--- src/rtl/morse_pkg.sv ---
// Shared state encoding and symbol constants for the Morse key decoder.
package morse_pkg;

    typedef enum logic [1:0] {
        S_IDLE  = 2'd0,
        S_PRESS = 2'd1,
        S_GAP   = 2'd2,
        S_DONE  = 2'd3
    } morse_state_t;

    localparam logic SYM_DOT  = 1'b0;
    localparam logic SYM_DASH = 1'b1;

endpackage

--- src/rtl/morse_press_timer.sv ---
// Saturating up-counter with clear / load-one and a >= threshold compare.
// One instance times presses, inter-symbol gaps and the idle word gap.
module morse_press_timer #(
    parameter int CNT_W = 8
) (
    input  logic             clk,
    input  logic             reset,
    input  logic             clear,
    input  logic             load_one,
    input  logic             inc,
    input  logic [CNT_W-1:0] thresh,
    output logic             hit
);

    logic [CNT_W-1:0] count;

    always_ff @(posedge clk or posedge reset) begin
        if (reset) begin
            count <= '0;
        end else if (clear) begin
            count <= '0;
        end else if (load_one) begin
            count <= CNT_W'(1);
        end else if (inc && (count != {CNT_W{1'b1}})) begin
            count <= count + CNT_W'(1);
        end
    end

    assign hit = (count >= thresh);

endmodule

--- src/rtl/morse_symbol_decoder.sv ---
// Times key presses/releases, classifies DOT/DASH and presents one letter via valid/ack.
// Optional idle word-gap pulse is built only when MORSE_WORD_GAP_EN is defined.
//
//  state | meaning
//  IDLE  | waiting for first press of a letter (word-gap timing when enabled)
//  PRESS | key held, press length being timed
//  GAP   | key released, timing the gap that closes the letter
//  DONE  | letter presented on pattern/len, waiting for ack
module morse_symbol_decoder
    import morse_pkg::*;
#(
    parameter int DASH_CYCLES       = 8,
    parameter int LETTER_GAP_CYCLES = 16,
    parameter int WORD_GAP_CYCLES   = 40,
    parameter int MAX_SYMBOLS       = 5,
    parameter int CNT_W             = 8
) (
    input  logic                               clk,
    input  logic                               reset,
    input  logic                               btn,
    input  logic                               ack,
    output logic                               valid,
    output logic [MAX_SYMBOLS-1:0]             pattern,
    output logic [$clog2(MAX_SYMBOLS+1)-1:0]   len,
    output logic                               overflow,
    output logic                               busy,
    output logic                               word_gap
);

    localparam int LEN_W = $clog2(MAX_SYMBOLS + 1);

    // Compare against N-1 because the counter already holds 1 on the first counted cycle.
    localparam logic [CNT_W-1:0] DASH_T = CNT_W'(DASH_CYCLES);
    localparam logic [CNT_W-1:0] GAP_T  = CNT_W'(LETTER_GAP_CYCLES - 1);
    localparam logic [CNT_W-1:0] WORD_T = CNT_W'(WORD_GAP_CYCLES - 1);

    morse_state_t     state;
    logic             tmr_clear;
    logic             tmr_load;
    logic             tmr_inc;
    logic [CNT_W-1:0] tmr_thresh;
    logic             tmr_hit;
    logic             sym;
    logic             wg_armed;

    morse_press_timer #(.CNT_W(CNT_W)) u_timer (
        .clk      (clk),
        .reset    (reset),
        .clear    (tmr_clear),
        .load_one (tmr_load),
        .inc      (tmr_inc),
        .thresh   (tmr_thresh),
        .hit      (tmr_hit)
    );

    assign sym = tmr_hit ? SYM_DASH : SYM_DOT;

    always_comb begin
        tmr_clear  = 1'b0;
        tmr_load   = 1'b0;
        tmr_inc    = 1'b0;
        tmr_thresh = DASH_T;
        case (state)
            S_IDLE: begin
                tmr_thresh = WORD_T;
                if (btn) tmr_load = 1'b1;
                else     tmr_inc  = wg_armed;
            end
            S_PRESS: begin
                tmr_thresh = DASH_T;
                if (btn) tmr_inc  = 1'b1;
                else     tmr_load = 1'b1;
            end
            S_GAP: begin
                tmr_thresh = GAP_T;
                if (btn) tmr_load = 1'b1;
                else     tmr_inc  = 1'b1;
            end
            S_DONE: begin
                tmr_clear = ack;
            end
            default: ;
        endcase
    end

    always_ff @(posedge clk or posedge reset) begin
        if (reset) begin
            state    <= S_IDLE;
            valid    <= 1'b0;
            pattern  <= '0;
            len      <= '0;
            overflow <= 1'b0;
            busy     <= 1'b0;
        end else begin
            case (state)
                S_IDLE: begin
                    if (btn) begin
                        state <= S_PRESS;
                        busy  <= 1'b1;
                    end
                end
                S_PRESS: begin
                    if (!btn) begin
                        state <= S_GAP;
                        if (len == LEN_W'(MAX_SYMBOLS)) begin
                            overflow <= 1'b1;
                        end else begin
                            pattern <= pattern | (MAX_SYMBOLS'(sym) << len);
                            len     <= len + LEN_W'(1);
                        end
                    end
                end
                S_GAP: begin
                    if (btn) begin
                        state <= S_PRESS;
                    end else if (tmr_hit) begin
                        state <= S_DONE;
                        valid <= 1'b1;
                        busy  <= 1'b0;
                    end
                end
                S_DONE: begin
                    if (ack) begin
                        state    <= S_IDLE;
                        valid    <= 1'b0;
                        pattern  <= '0;
                        len      <= '0;
                        overflow <= 1'b0;
                    end
                end
                default: state <= S_IDLE;
            endcase
        end
    end

`ifdef MORSE_WORD_GAP_EN
    // Armed by each ack; a press or the single pulse disarms until the next ack.
    always_ff @(posedge clk or posedge reset) begin
        if (reset) begin
            wg_armed <= 1'b0;
            word_gap <= 1'b0;
        end else begin
            word_gap <= 1'b0;
            if (state == S_DONE && ack) begin
                wg_armed <= 1'b1;
            end else if (state == S_IDLE && wg_armed) begin
                if (btn) begin
                    wg_armed <= 1'b0;
                end else if (tmr_hit) begin
                    word_gap <= 1'b1;
                    wg_armed <= 1'b0;
                end
            end
        end
    end
`else
    assign wg_armed = 1'b0;
    assign word_gap = 1'b0;
`endif

endmodule

--- config.mk ---
export PLATFORM = sky130hd
export DESIGN_NAME = morse_symbol_decoder
export DESIGN_NICKNAME = d
export VERILOG_FILES = /design/src/rtl/morse_pkg.sv /design/src/rtl/morse_press_timer.sv /design/src/rtl/morse_symbol_decoder.sv
export SDC_FILE = /design/constraint.sdc
export NUM_CORES = 1
export LEC_CHECK = 0
export ABC_AREA = 0
export CAP_MARGIN = 20
export CORE_MARGIN = 8
export CORE_UTILIZATION = 55
export CTS_BUF_LIST = sky130_fd_sc_hd__clkbuf_4
export CTS_CLUSTER_DIAMETER = 50
export DETAILED_ROUTE_END_ITERATION = 16
export GPL_TIMING_DRIVEN = 0
export PLACE_DENSITY = 0.78
export SLEW_MARGIN = 20
export SYNTH_ARGS = -nofsm -noshare
export SYNTH_HDL_FRONTEND = slang
export SYNTH_HIERARCHICAL = 1
export SYNTH_SLANG_ARGS = --single-unit
--- constraint.sdc ---
create_clock -name clk -period 2.8 [get_ports clk]
set_input_delay 0.42 -clock clk [delete_from_list [all_inputs] [get_ports clk]]
set_output_delay 0.42 -clock clk [all_outputs]
set_load 0.005 [all_outputs]
# Word level (Yosys, flattened, before mapping)
# Index checks and enable logic that the tools add are counted.
# totals
mem_bits_rw	0
mem_count	0
input_bits	4
wordCells	72
regBits	21
latch_bits	0
romBits	0
# op_classes
div_mod_pow	0
multipliers	0
n_shift	1
n_reduce_logical	12
muxes	35
n_lt_le_gt_ge	1
addsub	2
bitwise_logic	1
eq_ne	13
# ops
op	count
$mux W8	3
$reduce_and A4 Y1	5
$mux W5	3
$ne A2 B2 Y1 const B	7
$mux W1	12
$pmux W6 S2	1
$mux W2	5
$pmux W1 S2	5
$pmux W5 S2	1
$mux W3	3
$add A8 B1 Y8 const B	1
$ge A8 B6 Y1	1
$ne A8 B8 Y1 const B	1
$pmux W2 S4	1
$pmux W3 S2	1
$reduce_bool A2 Y1	3
$or A5 B5 Y5	1
$shl A1 B3 Y5	1
$eq A2 B2 Y1 const B	2
$add A3 B1 Y3 const B	1
$eq A3 B3 Y1 const B	1
$ne A3 B3 Y1 const B	1
$reduce_bool A3 Y1	1
$eq A2 B1 Y1 const B	1
other kinds (3)	3

# Logic depth before layout (Yosys ltp)
# logic_depth
ltp_word	9
mapped_depth	11
ltp_nobuf	10

# Modules after synthesis
# Netlist, hierarchy kept.
# by_module_without_submodules
mod	seq_area_each_um2	area_per_inst_um2	cells_each	n_inst
morse_symbol_decoder	325.3	784.5	90	1
morse_press_timer	200.2	673.1	77	1

# Worst setup path after synthesis
# No wires, ideal clock.
# synth_timing
path_type	register to register
startpoint	register state[0]
endpoint	register pattern[4]
synth_period_minus_slack_ps	2346
required_time_ps	2689
path_stages_with_launch	10
setup_slack_ps	454
t_arrival_ps	2235
path_cell_list	dfrtp_1 buf_2 or2_2 inv_1 inv_1 ha_1 nand4_1 o31ai_1 a41oi_1 a2111oi_2
# synth_via
elab_chain_len	9
word_cells_on_any_way	17
cone_classes	order compare (1); eq/ne (6); shift (1); mux (5); bitwise (1); reduce/logical (3)
# synth_lines
element	line_no	rtl
start: declaration	morse_symbol_decoder.sv:37	morse_state_t state;
start signal: assignment	morse_symbol_decoder.sv:88	state <= S_IDLE;
start signal: assignment	morse_symbol_decoder.sv:98	state <= S_PRESS;
start signal: assignment	morse_symbol_decoder.sv:104	state <= S_GAP;
$eq A2 B2 Y1 or $logic_not A2 Y1 (tied branches)	morse_symbol_decoder.sv:63	case (state)
$pmux W6 S2 (*)	morse_symbol_decoder.sv:63	
named net tmr_thresh[3]	morse_symbol_decoder.sv:41	logic [CNT_W-1:0] tmr_thresh;
$ge A8 B6 Y1 (*)	morse_press_timer.sv:29	assign hit = (count >= thresh);
$mux W1 (*)	morse_symbol_decoder.sv:56	assign sym = tmr_hit ? SYM_DASH : SYM_DOT;
named net sym	morse_symbol_decoder.sv:43	logic sym;
$shl A1 B3 Y5 (*)	morse_symbol_decoder.sv:108	pattern <= pattern | (MAX_SYMBOLS'(sym) << len);
$or A5 B5 Y5 (*)	morse_symbol_decoder.sv:108	
$mux W5 (*)	morse_symbol_decoder.sv:105	if (len == LEN_W'(MAX_SYMBOLS)) begin
$mux W5 (*)	morse_symbol_decoder.sv:103	if (!btn) begin
$pmux W5 S2 (*)	morse_symbol_decoder.sv:95	case (state)
end signal: assignment	morse_symbol_decoder.sv:108	
end: declaration	morse_symbol_decoder.sv:23	output logic [MAX_SYMBOLS-1:0] pattern,
# The timed path passes the listed nets; every way through them passes the cells marked *. The select of a mux whose other input is x is not followed.
# A chain may end at the register's enable or synchronous reset.

# Worst setup path after layout
# Ends and elaborated chain as after synthesis.

==> results by stage <==
Run status:
- The flow ran to the end, and the final reports show no timing, DRC or antenna violations.

Logic synthesis:
- Ranked by total cell area, the synthesized netlist is headed by sky130_fd_sc_hd__dfrtp_1, sky130_fd_sc_hd__ha_1, sky130_fd_sc_hd__inv_1.
- The share of async-settable or async-resettable flops after synthesis is between 90% and 100%.
- The distinct cell type count after synthesis is 47.
- The synthesized design contains 0 enable-type register cells.
- The fraction of the mapped netlist area in compound gates is approximately 22%.
- The synthesized flop and latch total is 21.
- Synthesis produced a netlist whose cell count is ~170.
- The share of the Yosys chip area taken by registers is ~36%.
- The synthesized design devotes to its leading area cell type between 30% and 40% of total area.
- The post-synthesis share of cell area spent on full adders, half adders and majority gates is 9.44%.
- The share of cell area taken by muxes after synthesis is between 2 and 2.5%.
- Of the total synthesized cell area, the portion taken by XOR and XNOR cells is 0%.
- The prevailing post-synth register cell is sky130_fd_sc_hd__dfrtp_1.
- The average cell area after synthesis is slightly below 9 µm².
- The post-synthesis instance area is 1460 µm².
- After synthesis, the largest family of logic cells by area is compound AO/OA/AOI/OAI gates.
- The Yosys warning count is 6.
- The simple-gate share of the synthesized area is between 20% and 30%.
- Summed over all instances, the cell type with the most area after synthesis is sky130_fd_sc_hd__dfrtp_1.

Placed design:
- At the placement stage, the worst setup path has a slack of approximately 0.071 ns.
- The placed instances occupy a cell area of 1650 µm².
- The count of buffers inserted at the top-level ports is 14.
- The congestion estimate from routability-driven global placement came to 0.867.
- Detailed placement ended at an HPWL of ~2500 µm.

Worst setup path:
- The worst register-to-register path ends at pattern[4].
- The slack of the worst reg-to-reg path is around 0.15 ns.
- In this run the worst setup path terminates at pattern[4].
- The critical path is of the flip-flop to flip-flop type.
- The worst endpoint required time is about 3 ns.
- In this run the critical register-to-register path is launched from state[0].
- In this run the worst path has a maximum fanout of 10.
- The critical path arrival is 2.85 ns.
- STA classifies the critical path startpoint as a flip-flop.
- The worst setup path is captured at a flip-flop.
- The number of cell instances on the worst register-to-register path is 9.
- The most critical setup path has its startpoint at state[0].

Pwr:
- The clock network is responsible for between 10 and 15% of the overall power.
- Of the total power, the share spent switching nets is around 40%.
- After layout, the design draws a total of approximately 1100 µW.
- For this design the total switching power over the nets is between 400 and 500 µW.
- The internal portion of the total power is between 600 and 700 µW.
- Across the VDD grid, the largest voltage drop is 0.565 mV.
- The register share of total power is a little over two fifths.
- In this run the power density over the cells is 647 nW/µm².
- Combinational cells account for 43.3% of the total power.
- The leakage power summed over all cells is slightly below 0.0008 µW.

Route:
- The detailed router finished its first iteration with 70 violations.
- The sum of routed wire length over all layers is approximately 3300 µm.
- The number of routed nets with antenna violations is 0.
- The amount of wire on met3 after detailed routing is ~200 µm.
- The average wire per standard cell is 15.3 µm.
- The detailed router put a total of roughly 1500 µm of wire on met1.
- The detailed router used layers up to and including met4.
- The detailed router placed around 1.3k vias in this run.
- The wire length on met2 is between 1500 and 2000 µm.
- The first-pass iteration count of the detailed router is 4.
- For this run, design rule violations remaining after detail routing come to 0.
- The per-cell via count in the routed design is 6.12.

Timing:
- The smallest hold slack is between 0.3 and 0.4 ns.
- The actual transition at the worst max-transition pin is about 0.82 ns.
- The total count of max-transition violations in the final report is 0.
- The clock arrives with roughly 0.0055 ns of skew.
- The worst pin sits at a relative slew slack of between 40% and 50%.
- In the final timing run, aggregate negative setup slack is 0 ns.
- The minimum clock period after layout is approximately 2.6 ns.
- In the finished design, the share of the clock period the worst path needs comes to between 90% and 100%.
- The final critical-path setup slack is between 0.15 and 0.2 ns.
- Setup repair after global routing left no endpoint under its margin.
- The top achievable clock speed is 0.378 GHz.
- The number of hold-slack violations in the final timing report came to 0.
- Setup violations remaining at the end of the flow were counted as 0.

Floorplanning:
- The core region area is approximately 2500 µm².
- The vertical die dimension is 67.5 µm.
- The initial standard-cell utilization of the core is between 50% and 60%.
- The die covers between 4000 and 5000 µm².
- The number of top-level design ports is 16.
- The floorplan row count is 18.
- The die boundary width is roughly 67 µm.

Clock tree:
- The clock passes through at most 2 buffers.
- Clock tree synthesis found a total of 21 sinks.
- The number of buffers created by CTS is 3.
- The clock reaches the later pin of the worst-skew pair after 0.31 ns.
- Clock tree synthesis selected as its root buffer the cell sky130_fd_sc_hd__clkbuf_4.
- The CTS tree is yes.
- The clock transition at the registers of the reported paths is between 0.1 and 0.15 ns.
- The count of hold-fix buffers inserted at cts is 0.
- The H-tree depth reported by CTS is 1.

Flow run:
- The max-capacitance violation count is 0.

Global route:
- The maximum number of pins on one net before global-route repair is 14.
- The number of global-route vias before repair is 1229.
- The first global-routing pass estimated between 5000 and 6000 µm of wire.
- The initial antenna violation count is 0.
- The overall routing resource usage is around 15%.
- The final global-route overflow total is 0.

Finish:
- The count of filler cells inserted in the layout is a little under 200.
- The post-layout net count is 204.
- Summing all non-filler instances in the final layout gives an area of around 1700 µm².
- In the final layout, the share of cells above drive strength 1 is a little over a tenth.
- The synthesis-to-layout area growth is 15.4%.
- The number of antenna diodes in the final layout is 0.

Worst hold path:
- The path class of the tightest hold or removal check is primary input to asynchronous set/reset pin.
how the worst min path moves through the flow:
| stage | slack [ns] | start | cells after the start | endpoint |
|---|---|---|---|---|
| floorplan | 0.24 | reset | 1 | u_timer/count[0] |
| global placement | 0.49 | overflow | 2 | overflow |
| detailed placement | 0.51 | valid | 2 | valid |
| CTS | 0.40 | reset | 2 | u_timer/count[1] |
| global route | 0.43 | reset | 2 | u_timer/count[1] |
| finish | 0.39 | reset | 2 | u_timer/count[2] |
layout make-up:
type / count / area [µm²] / share of cell area (%)
buffer: 7 / 43.8 / 2.60
sequential: 21 / 526 / 31.3
clock buffer: 4 / 30.0 / 1.79
inverter: 22 / 82.6 / 4.91
timing repair buffer: 14 / 140 / 8.33
multi-input combinational: 120 / 822 / 48.9
tap: 30 / 37.5 / 2.23
timing repair:
item                                    CTS  global route
resized for setup                         0             1
endpoints found under the setup margin    0             5
setup buffers                             0             0
cell usage after synthesis, types with 3 or more instances:
library cell and number:
sky130_fd_sc_hd__nor2_1 11, sky130_fd_sc_hd__nor2b_1 4, sky130_fd_sc_hd__o21ai_0 14, sky130_fd_sc_hd__and4_1 3, sky130_fd_sc_hd__buf_2 4, sky130_fd_sc_hd__nand3_1 3, sky130_fd_sc_hd__inv_1 22, sky130_fd_sc_hd__a21oi_1 11
sky130_fd_sc_hd__a211oi_1 5, sky130_fd_sc_hd__nand4_1 4, sky130_fd_sc_hd__nand2_1 13, sky130_fd_sc_hd__ha_1 11, sky130_fd_sc_hd__dfrtp_1 21
critical path: stages (launching register included):
cell,delay (ns)
sky130_fd_sc_hd__dfrtp_1,0.45
sky130_fd_sc_hd__buf_2,0.20
sky130_fd_sc_hd__or2_2,0.31
sky130_fd_sc_hd__inv_1,0.06
sky130_fd_sc_hd__inv_1,0.03
sky130_fd_sc_hd__ha_1,0.28
sky130_fd_sc_hd__nand4_1,0.12
sky130_fd_sc_hd__o31ai_2,0.49
sky130_fd_sc_hd__a41oi_1,0.22
sky130_fd_sc_hd__a2111oi_2,0.37
logic make-up (layout without fill, tap and decap cells):
logic type,after synthesis,count (layout)
AND/OR/NAND/NOR,54,54
buffers and inverters,29,47
other,1,4
flip-flops,21,21
AO/OA/AOI/OAI,48,48
adder cells (fa/ha/maj),11,11
multiplexers,3,3
state kept, by name (all words and copies together) (netlist names):
register / cells
valid: 1
busy: 1
pattern: 5
len: 3
overflow: 1
state: 2
u_timer/count: 8
per-layer routing:
metal  vias to the layer above  global-route usage, %
met5                         -                      0
met3                         6                   2.98
met1                       655                   19.9
li1                        637                      -
met2                        37                   23.9
met4                         0                   7.05
stage by stage:
step	std cells	util (%)
2_1_floorplan	170	-
3_3_place_gp	214	65.9
3_5_place_dp	214	65.9
4_1_cts	218	67.1
5_1_grt	218	67.3
6_report	218	67.3
placed cells by master (no fill, tap or decap), types with 2 or more instances in the layout:
cell                              Yosys  final
sky130_fd_sc_hd__nand2_1             13     13
sky130_fd_sc_hd__clkdlybuf4s50_1      0     14
sky130_fd_sc_hd__dfrtp_1             21     21
sky130_fd_sc_hd__nand3_1              3      3
sky130_fd_sc_hd__o21ai_0             14     14
sky130_fd_sc_hd__a211oi_1             5      5
sky130_fd_sc_hd__a41oi_1              2      2
sky130_fd_sc_hd__nand4_1              4      4
sky130_fd_sc_hd__conb_1               1      4
sky130_fd_sc_hd__nor4_1               2      2
sky130_fd_sc_hd__nand2b_1             2      2
sky130_fd_sc_hd__nor3_1               2      2
sky130_fd_sc_hd__and4_1               3      3
sky130_fd_sc_hd__inv_1               22     22
sky130_fd_sc_hd__nor2b_1              4      4
sky130_fd_sc_hd__nor2_1              11     11
sky130_fd_sc_hd__clkbuf_4             0      4
sky130_fd_sc_hd__ha_1                11     11
sky130_fd_sc_hd__a31oi_1              2      2
sky130_fd_sc_hd__or4b_1               2      2
sky130_fd_sc_hd__mux2i_1              2      2
sky130_fd_sc_hd__buf_2                4      4
sky130_fd_sc_hd__a21oi_1             11     11
power groups by stage:
stage / sequential [µW] / clock [µW] / combinational (µW)
after floorplan: 445 / 0 / 303
after global placement: 456 / 0 / 445
after detailed placement: 462 / 0 / 464
after CTS: 456 / 165 / 466
after global routing: 470 / 180 / 522
final: 457 / 161 / 471
Note: power is estimated with default switching activity, not from simulation.
